`config.mk`:
```
export PLATFORM = sky130hd
export DESIGN_NAME = if_byte_fetch
export DESIGN_NICKNAME = d
export VERILOG_FILES = /design/src/rtl/if_byte_fetch.sv
export SDC_FILE = /design/constraint.sdc
export NUM_CORES = 1
export LEC_CHECK = 0
export BUFFER_PORTS_ARGS = -buffer_cell sky130_fd_sc_hd__buf_2
export CAP_MARGIN = 15
export CORE_UTILIZATION = 57
export DETAILED_ROUTE_END_ITERATION = 8
export GPL_ROUTABILITY_DRIVEN = 0
export PLACE_DENSITY = 0.85
export SYNTH_ARGS = -nofsm -noshare
export SYNTH_HDL_FRONTEND = slang
export SYNTH_SLANG_ARGS = --single-unit
```
`constraint.sdc`:
```
create_clock -name clk -period 8.06 [get_ports clk]
set_input_delay 1.612 -clock clk [delete_from_list [all_inputs] [get_ports clk]]
set_output_delay 1.612 -clock clk [all_outputs]
set_load 0.01 [all_outputs]
```
`src/rtl/if_byte_fetch.sv`:
```
// Instruction fetch: one 32-bit instruction as four little-endian byte reads on the shared 8-bit port.
// Latency: 6 cycles start-to-valid with continuous grant; lost grant only pauses issue. ID backpressure holds DONE.
module if_byte_fetch #(
    parameter int ADDR_W = 32,
    parameter int INST_W = 32
) (
    input  logic              clk,
    input  logic              rst,
    input  logic [ADDR_W-1:0] pc_i,
    output logic              pc_stall_o,
    input  logic              flush_i,
    output logic              mem_req_o,
    output logic [ADDR_W-1:0] mem_a_o,
    input  logic              mem_grant_i,
    input  logic [7:0]        mem_din_i,
    output logic [INST_W-1:0] inst_o,
    output logic [ADDR_W-1:0] inst_pc_o,
    output logic              inst_valid_o,
    input  logic              id_ready_i
);

    typedef enum logic [1:0] {
        IDLE  = 2'd0,
        FETCH = 2'd1,
        DONE  = 2'd2
    } state_t;

    state_t              state_q, state_d;
    logic [ADDR_W-1:0]   fetch_pc_q, fetch_pc_d;
    logic [2:0]          issue_cnt_q, issue_cnt_d;
    logic [1:0]          recv_cnt_q, recv_cnt_d;
    logic                inflight_q, inflight_d;
    logic [23:0]         inst_buf_q, inst_buf_d;
    logic [INST_W-1:0]   inst_q, inst_d;
    logic [ADDR_W-1:0]   inst_pc_q, inst_pc_d;
    logic                inst_valid_q, inst_valid_d;

    logic                start;
    logic                mem_req;
    logic [ADDR_W-1:0]   mem_addr;

    always_comb begin
        state_d      = state_q;
        fetch_pc_d   = fetch_pc_q;
        issue_cnt_d  = issue_cnt_q;
        recv_cnt_d   = recv_cnt_q;
        inflight_d   = 1'b0;
        inst_buf_d   = inst_buf_q;
        inst_d       = inst_q;
        inst_pc_d    = inst_pc_q;
        inst_valid_d = inst_valid_q;

        mem_req  = !rst && (state_q == FETCH) && (issue_cnt_q < 3'd4);
        mem_addr = mem_req ? (fetch_pc_q + ADDR_W'(issue_cnt_q)) : '0;

        start = !flush_i && ((state_q == IDLE) || ((state_q == DONE) && id_ready_i));

        if (flush_i) begin
            // Flush wins over a pending handshake in DONE: that instruction is dropped.
            state_d      = IDLE;
            issue_cnt_d  = 3'd0;
            recv_cnt_d   = 2'd0;
            inst_valid_d = 1'b0;
        end else if (start) begin
            state_d      = FETCH;
            fetch_pc_d   = pc_i;
            issue_cnt_d  = 3'd0;
            recv_cnt_d   = 2'd0;
            inst_valid_d = 1'b0;
        end else if (state_q == FETCH) begin
            if (mem_req && mem_grant_i) begin
                issue_cnt_d = issue_cnt_q + 3'd1;
                inflight_d  = 1'b1;
            end
            // A byte issued last cycle is always captured, regardless of current grant.
            if (inflight_q) begin
                recv_cnt_d = recv_cnt_q + 2'd1;
                case (recv_cnt_q)
                    2'd0: inst_buf_d[7:0]   = mem_din_i;
                    2'd1: inst_buf_d[15:8]  = mem_din_i;
                    2'd2: inst_buf_d[23:16] = mem_din_i;
                    default: begin
                        inst_d       = {mem_din_i, inst_buf_q};
                        inst_pc_d    = fetch_pc_q;
                        inst_valid_d = 1'b1;
                        state_d      = DONE;
                    end
                endcase
            end
        end
    end

    always_ff @(posedge clk) begin
        if (rst) begin
            state_q      <= IDLE;
            fetch_pc_q   <= '0;
            issue_cnt_q  <= 3'd0;
            recv_cnt_q   <= 2'd0;
            inflight_q   <= 1'b0;
            inst_buf_q   <= '0;
            inst_q       <= '0;
            inst_pc_q    <= '0;
            inst_valid_q <= 1'b0;
        end else begin
            state_q      <= state_d;
            fetch_pc_q   <= fetch_pc_d;
            issue_cnt_q  <= issue_cnt_d;
            recv_cnt_q   <= recv_cnt_d;
            inflight_q   <= inflight_d;
            inst_buf_q   <= inst_buf_d;
            inst_q       <= inst_d;
            inst_pc_q    <= inst_pc_d;
            inst_valid_q <= inst_valid_d;
        end
    end

    assign pc_stall_o   = rst || !start;
    assign mem_req_o    = mem_req;
    assign mem_a_o      = mem_addr;
    assign inst_o       = inst_q;
    assign inst_pc_o    = inst_pc_q;
    assign inst_valid_o = inst_valid_q;

endmodule

```
=== Yosys cells after proc, flatten, opt, wreduce, memory -nomap -nowiden ===
Index checks and enable logic that the tools add are counted.
Widths: inputs -> output; s select.

* $mul: 0
* Reduce and logical (&&, ||, !) cells: 27
* Order comparisons: 1
* Multiplexer cells: 6
* Bitwise logic cells: 4
* Shift-type cells: 0
* Eq/ne operators: 5
* Add/subtract/negate cells: 3
* Div/mod/pow operators: 0

{| class="wikitable"
|+ Operators by type and width
! kind !! count
|-
| $add 32x3->32 || 1
|-
| $mux 32 || 1
|-
| $reduce_and 5->1 || 4
|-
| $reduce_and 2->1 || 3
|-
| $reduce_and 3->1 || 2
|-
| $reduce_or 3->1 || 2
|-
| $logic_and 1x1->1 || 5
|-
| $mux 1 || 5
|-
| $eq 2x1->1 const B || 2
|-
| $eq 2x2->1 const B || 2
|-
| $logic_not 2->1 || 2
|-
| $not 1->1 || 4
|-
| $reduce_bool 2->1 || 2
|-
| $reduce_or 4->1 || 1
|-
| $add 3x1->3 const B || 1
|-
| $logic_not 1->1 || 3
|-
| $lt 3x3->1 const B || 1
|-
| $add 2x1->2 const B || 1
|-
| $logic_or 1x1->1 || 2
|-
| $ne 2x1->1 const B || 1
|-
| $reduce_or 2->1 || 1
|}

* Bits of input ports: 45
* Memories kept: 0
* Word-level logic and storage cells: 57
* Output and inout bits: 99
* Latch bits: 0
* Bits in writable memories: 0
* Bits in read-only memories: 0
* Bits in registers: 128

=== Longest topological paths before layout ===
Gate-level depths: netlist (run 1).

* Depth after elaboration: 6
* Depth in mapped cells: 8
* Mapped depth without buffers: 7

=== Least setup slack after synthesis (run 1) ===
No wires, ideal clock.

* Kind: input-to-output
* Start: input rst
* End: output mem_a_o[27]
* Path buffers: 4
* Arrival: 3.015 ns
* Setup slack: 3.433 ns
* Required time: 6.448 ns
* Stages: 8
* Cells stage by stage: clkbuf_1 -> or4b_1 -> clkbuf_1 -> inv_1 -> buf_4 -> buf_4 -> nand2_1 -> mux2i_1

* Cells in the longest elaborated chain, start to end: 4

{| class="wikitable"
|+ RTL lines
! item !! line !! RTL
|-
| from (decl) || 8 || <nowiki>input logic rst,</nowiki>
|-
| $logic_not 1->1 || 53 || <nowiki>mem_req = !rst && (state_q == FETCH) && (issue_cnt_q < 3'd4);</nowiki>
|-
| $logic_and 1x1->1 (2 in a row) || 53 ||
|-
| named net mem_req_o || 12 || <nowiki>output logic mem_req_o,</nowiki>
|-
| $mux 32 || 54 || <nowiki>mem_addr = mem_req ? (fetch_pc_q + ADDR_W'(issue_cnt_q)) : '0;</nowiki>
|-
| to (decl) || 13 || <nowiki>output logic [ADDR_W-1:0] mem_a_o,</nowiki>
|}

The timed path passes the listed nets, and every way through them passes these cells.

=== Final worst setup path (run 1) ===
* Start: input rst
* End: output mem_a_o[29]

* Cells in the longest elaborated chain, start to end: 4

{| class="wikitable"
|+ RTL lines
! item !! line
|-
| $logic_not 1->1 || 53
|-
| $logic_and 1x1->1 (2 in a row) || 53
|-
| $mux 32 || 54
|}

Every way passes these cells.

==> run metrics, run 1 <==
status finished clean; CP arrival between 3 and 4 ns; DR DRC count 0; row cnt 35; Skew-Pair Late Insertion Delay about 0.51 ns; Max Clock Skew 0.00993 ns; largest net degree at the start of global routing between 100 and 150; RSZ-0062 raised after global routing no; Port Buffer Count between 100 and 150; P_sw approximately 0.34 mW; Ys Warns 0; CP Launch Type input pin; largest family of logic cells by synthesized area simple AND/OR/NAND/NOR gates; DR vias/cell roughly 5.7; sequential area share after synthesis between 40% and 50%; Overall Power 1.54 mW; Post-synth EDFFs 0; Die H around 100 um; Sequential Area ~2600 um^2; final number of hold-violating endpoints 0; remaining antenna violation count 0; Syn Std Cell Area about 5500 um^2; CTS tree done; Nets ~900; CP max stage delay about 0.85 ns; die area 10100 um^2; Comb pwr share roughly 4%; global routing met1 resource utilization ~37%; PostCTS Resize Cnt 0; pwr dens between 200 and 250 nW/um^2; crit share post-route about two thirds; FFs w/ async S/R, synth 0%; CTS Buffer Depth 2; internal power ~1.2 mW; area of the multi-input gates ~2700 um^2; DP Worst Slack ~2.8 ns; number of CTS-inserted buffers 17; Clock Power Share between 50 and 60%; setup bufs post-CTS 0; standby leakage power about 2.7 nW; Filler Cells Inserted 730; busiest grt layer met2; CP Data Required Time 6.45 ns; setup_tns 0 ns; grt met3 use approximately 6.4%; Unique masters post-synth 44; DR pass1 iterations 5; XOR/XNOR share of the synthesized area 1.27%; Least-Margin Pin Slew 1.02 ns; Clock Tree Root clkbuf_8; # hold bufs at CTS 0; max-slew violation count 0; DR iter-0 viols between 300 and 400; CTS H-tree depth 4; setup slack after layout approximately 2.7 ns; first-pass GRT wire length around 24000 um; die width around 100 um; via count around 5600; Max VDD drop about 160 uV; Synth Area in Simple Gates 27.9%; Cells after Synth 730; GR Overflow Total 0; Worst Path Buf+Inv 3; initial antenna violation count 0; total wire length approximately 15000 um; mux contribution to synthesized area between 1.5 and 2%; vias in the first global route 5057; # IOs 144; clk sink count 128; CORE AREA approximately 9300 um^2; compound-gate portion of the synthesized area between 15 and 20%; hpwl dp ~10000 um; CTS clk-pin slew, worst paths approximately 0.06 ns; Max-slew headroom a little under a third; Setup crit end kind primary output; GRT Resource Usage Total a little under a third; M2 GR Usage a little over half; hold crit path type reg -> reg; routed len/inst between 15 and 20 um; CP max stage cell or4b_1; Critical Path, Cell by Cell buf_4 > or4b_1 > inv_1 > nand2b_1 > mux2i_1 > buf_2; synthesized-area fraction occupied by adder cells approximately 2.2%; Starting Density 59.3%; Crit path max-delay family simple AND/OR/NAND/NOR gates; min Tclk post-route 5.32 ns; share of cells above drive strength 1 around 22%; Post-Syn Area per Cell ~7.6 um^2; Mapped Nets roughly 800; synthesized flop and latch total approximately 130; area delta synth->final 25.6%; Final Setup Violations 0; CP Max Fanout 24; Fmax achieved 188 MHz; crit path kind in -> out; Max Cap Viol 0; Reg power frac a little over two fifths; Synth Flop Type dfxtp_1; Switching Fraction a little over a fifth
cells by family after synthesis:
kind of cell / Yosys count
muxes: 9
buffers and inverters: 68
xor gates and xnor gates: 8
adders and majority gates: 9
DFF: 128
AOI/OAI and AO/OA: 162
and+or+nand+nor: 346
state kept, by name, indices dropped and copies added, names as in the netlist:
| name | cells |
|---|---|
| inst_pc_o | 32 |
| state_q | 1 |
| inst_buf_q | 24 |
| fetch_pc_q | 32 |
| inst_valid_o | 1 |
| issue_cnt_q | 3 |
| inflight_q | 1 |
| inst_o | 32 |
| recv_cnt_q | 2 |
area by class of cell:
type | instances | area share (%)
Multi-Input combinational cell | 534 | 39.0
Clock buffer | 19 | 6.22
Sequential cell | 128 | 36.9
Inverter | 11 | 0.595
Antenna cell | 1 | 0.0360
Tap cell | 129 | 2.32
Clock inverter | 12 | 2.96
Timing Repair Buffer | 151 | 12.0
Yosys cell counts (2+ instances only):
library cell  instances  area (um^2)
mux2i_1               9         90.1
or3_1                 5         31.3
and3_1                4         25.0
o2111ai_1             2         17.5
or4_1                12         90.1
and2_1                3         18.8
nor2b_1               2         12.5
buf_2                 8         40.0
a21oi_1             138          691
nor3_1                4         20.0
buf_4                 2         15.0
buf_1                 5         18.8
nand2_1             238          893
o211ai_1              2         15.0
nand2b_1              7         43.8
and4_1                3         26.3
nor2_1               15         56.3
o31ai_1              11         82.6
xnor2_1               3         26.3
nor4_1                7         43.8
clkbuf_1             40          150
nand4_1               4         25.0
xor2_1                5         43.8
nand3_1              34          170
o21ai_0               4         20.0
ha_1                  8          100
dfxtp_1             128         2560
inv_1                11         41.3
worst register-to-register path: stages (launching register included):
cell and delay (ns):
dfxtp_1 0.47, or4b_1 0.85, inv_1 0.65, nand2_1 0.22
xor2_1 0.20, nor2_1 0.05
through the flow:
step	instances	instance area [um^2]	hold WS (ns)	util (%)
final	985	6940	0.450	74.4
after CTS	979	6850	0.452	73.4
after detailed placement	948	6210	0.443	66.6
after global placement	948	6210	0.439	66.6
after global routing	984	6940	0.472	74.4
after floorplan	730	5530	0.432	-
power groups by stage:
stage	logic [mW]	registers, mW	clock network [mW]
after detailed placement	0.0590	0.671	0
after global placement	0.0568	0.670	0
after global routing	0.0690	0.659	0.859
after floorplan	0.0387	0.664	0
after CTS	0.0597	0.657	0.830
final	0.0632	0.658	0.823
path summary, 6_finish.rpt:
check | from | end | slack [ns] | depth (start not counted)
max | rst | mem_a_o[29] | 2.74 | 6
min | inst_pc_o[15] | inst_pc_o[15] | 0.45 | 2
max reg2reg | state_q[0] | issue_cnt_q[0] | 5.49 | 5
min reg2reg | inst_pc_o[15] | inst_pc_o[15] | 0.45 | 2
cell usage in the layout (no fill, tap or decap), types with 3 or more instances in the layout:
| cell type | n |
|---|---|
| or3_1 | 5 |
| nor4_1 | 7 |
| nor2_1 | 15 |
| a21oi_1 | 138 |
| buf_4 | 5 |
| dfxtp_1 | 128 |
| bufinv_16 | 5 |
| clkbuf_16 | 16 |
| and3_1 | 4 |
| inv_1 | 11 |
| xor2_1 | 5 |
| or4_1 | 12 |
| o31ai_1 | 11 |
| ha_1 | 8 |
| inv_6 | 3 |
| nor3_1 | 3 |
| nand2_1 | 237 |
| nand4_1 | 4 |
| xnor2_1 | 3 |
| o21ai_0 | 4 |
| nand3_1 | 34 |
| mux2i_1 | 9 |
| buf_2 | 142 |
| nand2b_1 | 7 |
| and4_1 | 3 |
routing by layer:
metal,vias to the layer above,wire length [um]
li1,2702,-
met1,2594,6100
met2,255,7490
met3,41,1170
met4,0,469
met5,-,0
No activity file was read; power rests on OpenSTA's default activity.
==> run 2, diff against run 1 <==
--- a/config.mk
+++ b/config.mk
@@ -5,12 +5,13 @@
 export SDC_FILE = /design/constraint.sdc
 export NUM_CORES = 1
 export LEC_CHECK = 0
+export ABC_AREA = 1
 export BUFFER_PORTS_ARGS = -buffer_cell sky130_fd_sc_hd__buf_2
 export CAP_MARGIN = 15
-export CORE_UTILIZATION = 57
+export CORE_UTILIZATION = 53
 export DETAILED_ROUTE_END_ITERATION = 8
 export GPL_ROUTABILITY_DRIVEN = 0
-export PLACE_DENSITY = 0.85
+export PLACE_DENSITY = 0.79
 export SYNTH_ARGS = -nofsm -noshare
 export SYNTH_HDL_FRONTEND = slang
 export SYNTH_SLANG_ARGS = --single-unit
==> constraint.sdc (replaced) <==
create_clock -name clk -period 5.58 [get_ports clk]
set_input_delay 1.116 -clock clk [delete_from_list [all_inputs] [get_ports clk]]
set_output_delay 1.116 -clock clk [all_outputs]
set_load 0.01 [all_outputs]
==> run metrics, run 2 <==
status finished clean; PostCTS Resize Cnt 0; Ys Warns 0; row cnt 37; crit path kind reg -> out; Least-Margin Pin Slew between 0.9 and 1 ns; hold crit path type reg -> reg; routed len/inst 14.8 um; design area 7170 um^2; CP Max Fanout 6; mux contribution to synthesized area 0%; Post-synth EDFFs 0; Syn Std Cell Area 5840 um^2; die width 107 um; Starting Density a little under three fifths; leading area contributor after synthesis dfxtp_1; DR pass1 iterations 5; first-pass GRT wire length between 20000 and 30000 um; DR DRC count 0; most frequent cells in the layout 181 x nor2_1, 143 x buf_2, 128 x dfxtp_1; most common cell after layout, fill and taps aside nor2_1; CTS tree done; Unique masters post-synth 25; Port Buffer Count ~140; Mapped Nets a little under 900; Setup crit end kind primary output; setup bufs post-CTS 0; standby leakage power between 3 and 4 nW; final number of hold-violating endpoints 0; Post-Syn Area per Cell ~7.1 um^2; hpwl dp roughly 11000 um; Sequential Area ~2600 um^2; synthesized-area fraction occupied by adder cells around 2.1%; count leader, synth nor2_1; Max VDD drop between 200 and 300 uV; via count just under 6000; XOR/XNOR share of the synthesized area 0%; largest net degree at the start of global routing around 120; DP Area between 6000 and 7000 um^2; RSZ-0062 raised after global routing no; top-area cell type share of the netlist area 43.9%; Nets 1004; setup slack after layout around 1.5 ns; vias in the first global route about 5500; setup_tns 0 ns; remaining antenna violation count 0; Fmax achieved between 200 and 250 MHz; largest family of logic cells by synthesized area simple AND/OR/NAND/NOR gates; area delta synth->final 22.7%; CTS H-tree depth 4; CP Data Required Time approximately 4.5 ns; CTS clk-pin slew, worst paths about 0.060 ns; min Tclk post-route around 4.1 ns; GR Overflow Total 0; # IOs about 140; CP Launch Type flop; Max Clock Skew 0.00640 ns; CTS Buffer Depth 2; pwr dens 308 nW/um^2; number of CTS-inserted buffers 17; Final Setup Violations 0; Area contributors post-synth dfxtp_1 44%, nor2_1 12%, o21ai_0 10%; GRT Resource Usage Total between 20 and 30%; CP arrival 2.94 ns; Skew-Pair Late Insertion Delay between 0.5 and 0.6 ns; crit share post-route just over 70%; DR iter-0 viols 408; DP Worst Slack around 1.9 ns; sequential area share after synthesis a little over two fifths; Max Cap Viol 0; compound-gate portion of the synthesized area between 10% and 20%; FFs w/ async S/R, synth 0%; Fin Hold WS slightly below 0.5 ns; Synth Area in Simple Gates a little under a third; clk sink count between 100 and 150; max-slew violation count 0; CORE AREA 10500 um^2; list of most frequent post-synthesis cells 181 x nor2_1, 128 x dfxtp_1, 119 x o21ai_0; area of the multi-input gates between 2000 and 3000 um^2; synthesized flop and latch total between 100 and 150; die area 11400 um^2; Clock Tree Root clkbuf_8; Cells after Synth slightly above 800; Filler Cells Inserted roughly 920; Synth Flop Type dfxtp_1; share of cells above drive strength 1 between 20% and 30%; initial antenna violation count 0; DR vias/cell about 5.4; Max-slew headroom about a third; Die H ~110 um; # hold bufs at CTS 0; antenna cells 0; total wire length around 16000 um
## run 2: changes by cell type after synthesis, sizes merged, moves of 9 or more
cell,change
clkbuf,-15
a21oi,-97
nand2,-133
inv,+44
o21ai,+125
mux2i,-9
or4,-12
o31ai,-11
nor3,+92
nor2,+171
## run 2: area by class of cell
cell class	instances	share of cell area [%]
inverter	58	3.04
tap	136	2.37
timing repair buffer	147	10.4
sequential	128	35.7
clock buffer	17	5.78
clock inverter	15	2.76
multi-input combinational	598	39.9
## run 2: path summary, 6_finish.rpt
kind / startpoint / endpoint / slack (ns) / cells after the start
max reg2reg: inst_valid_o / fetch_pc_q[8] / 3.29 / 6
max: issue_cnt_q[0] / mem_a_o[10] / 1.52 / 11
min reg2reg: inst_o[11] / inst_o[11] / 0.50 / 2
min: inst_o[11] / inst_o[11] / 0.50 / 2
## run 2: critical path, cell delays in order, from the launching register on
cell and delay, ns:
dfxtp_1 0.38, ha_1 0.22, inv_1 0.08, fa_1 0.36, inv_1 0.09, nand3_1 0.07
nand2_1 0.16, nand2_1 0.16, nor2_1 0.35, o21ai_0 0.12, a21oi_1 0.26, buf_2 0.18
## run 2: per-stage QoR
step                      power, mW  instances  utilization [%]
after floorplan                1.04        828                -
after global placement         1.09       1067             62.4
after detailed placement       1.09       1067             62.4
after CTS                      2.21       1099             68.2
after global routing           2.28       1099             68.2
final                          2.21       1099             68.2
## run 2: logic make-up (layout without fill, tap and decap cells)
family | after synthesis | count (layout)
AND/OR/NAND/NOR | 415 | 415
AO/OA/AOI/OAI | 174 | 174
flip-flops | 128 | 128
buffers and inverters | 102 | 237
adder cells (fa/ha/maj) | 9 | 9
## run 2: report_power, final
part	total (mW)	internal [mW]	switching (mW)
Clock	1.14	0.695	0.444
Sequential	0.963	0.933	0.0298
Combinational	0.107	0.0367	0.0701
## run 2: routing by layer
layer  track usage (%)  part of all wire (%)
met5                 0                  0.17
met4              10.5                   1.9
met3              7.36                   8.8
met2              48.5                    46
met1              36.9                    43
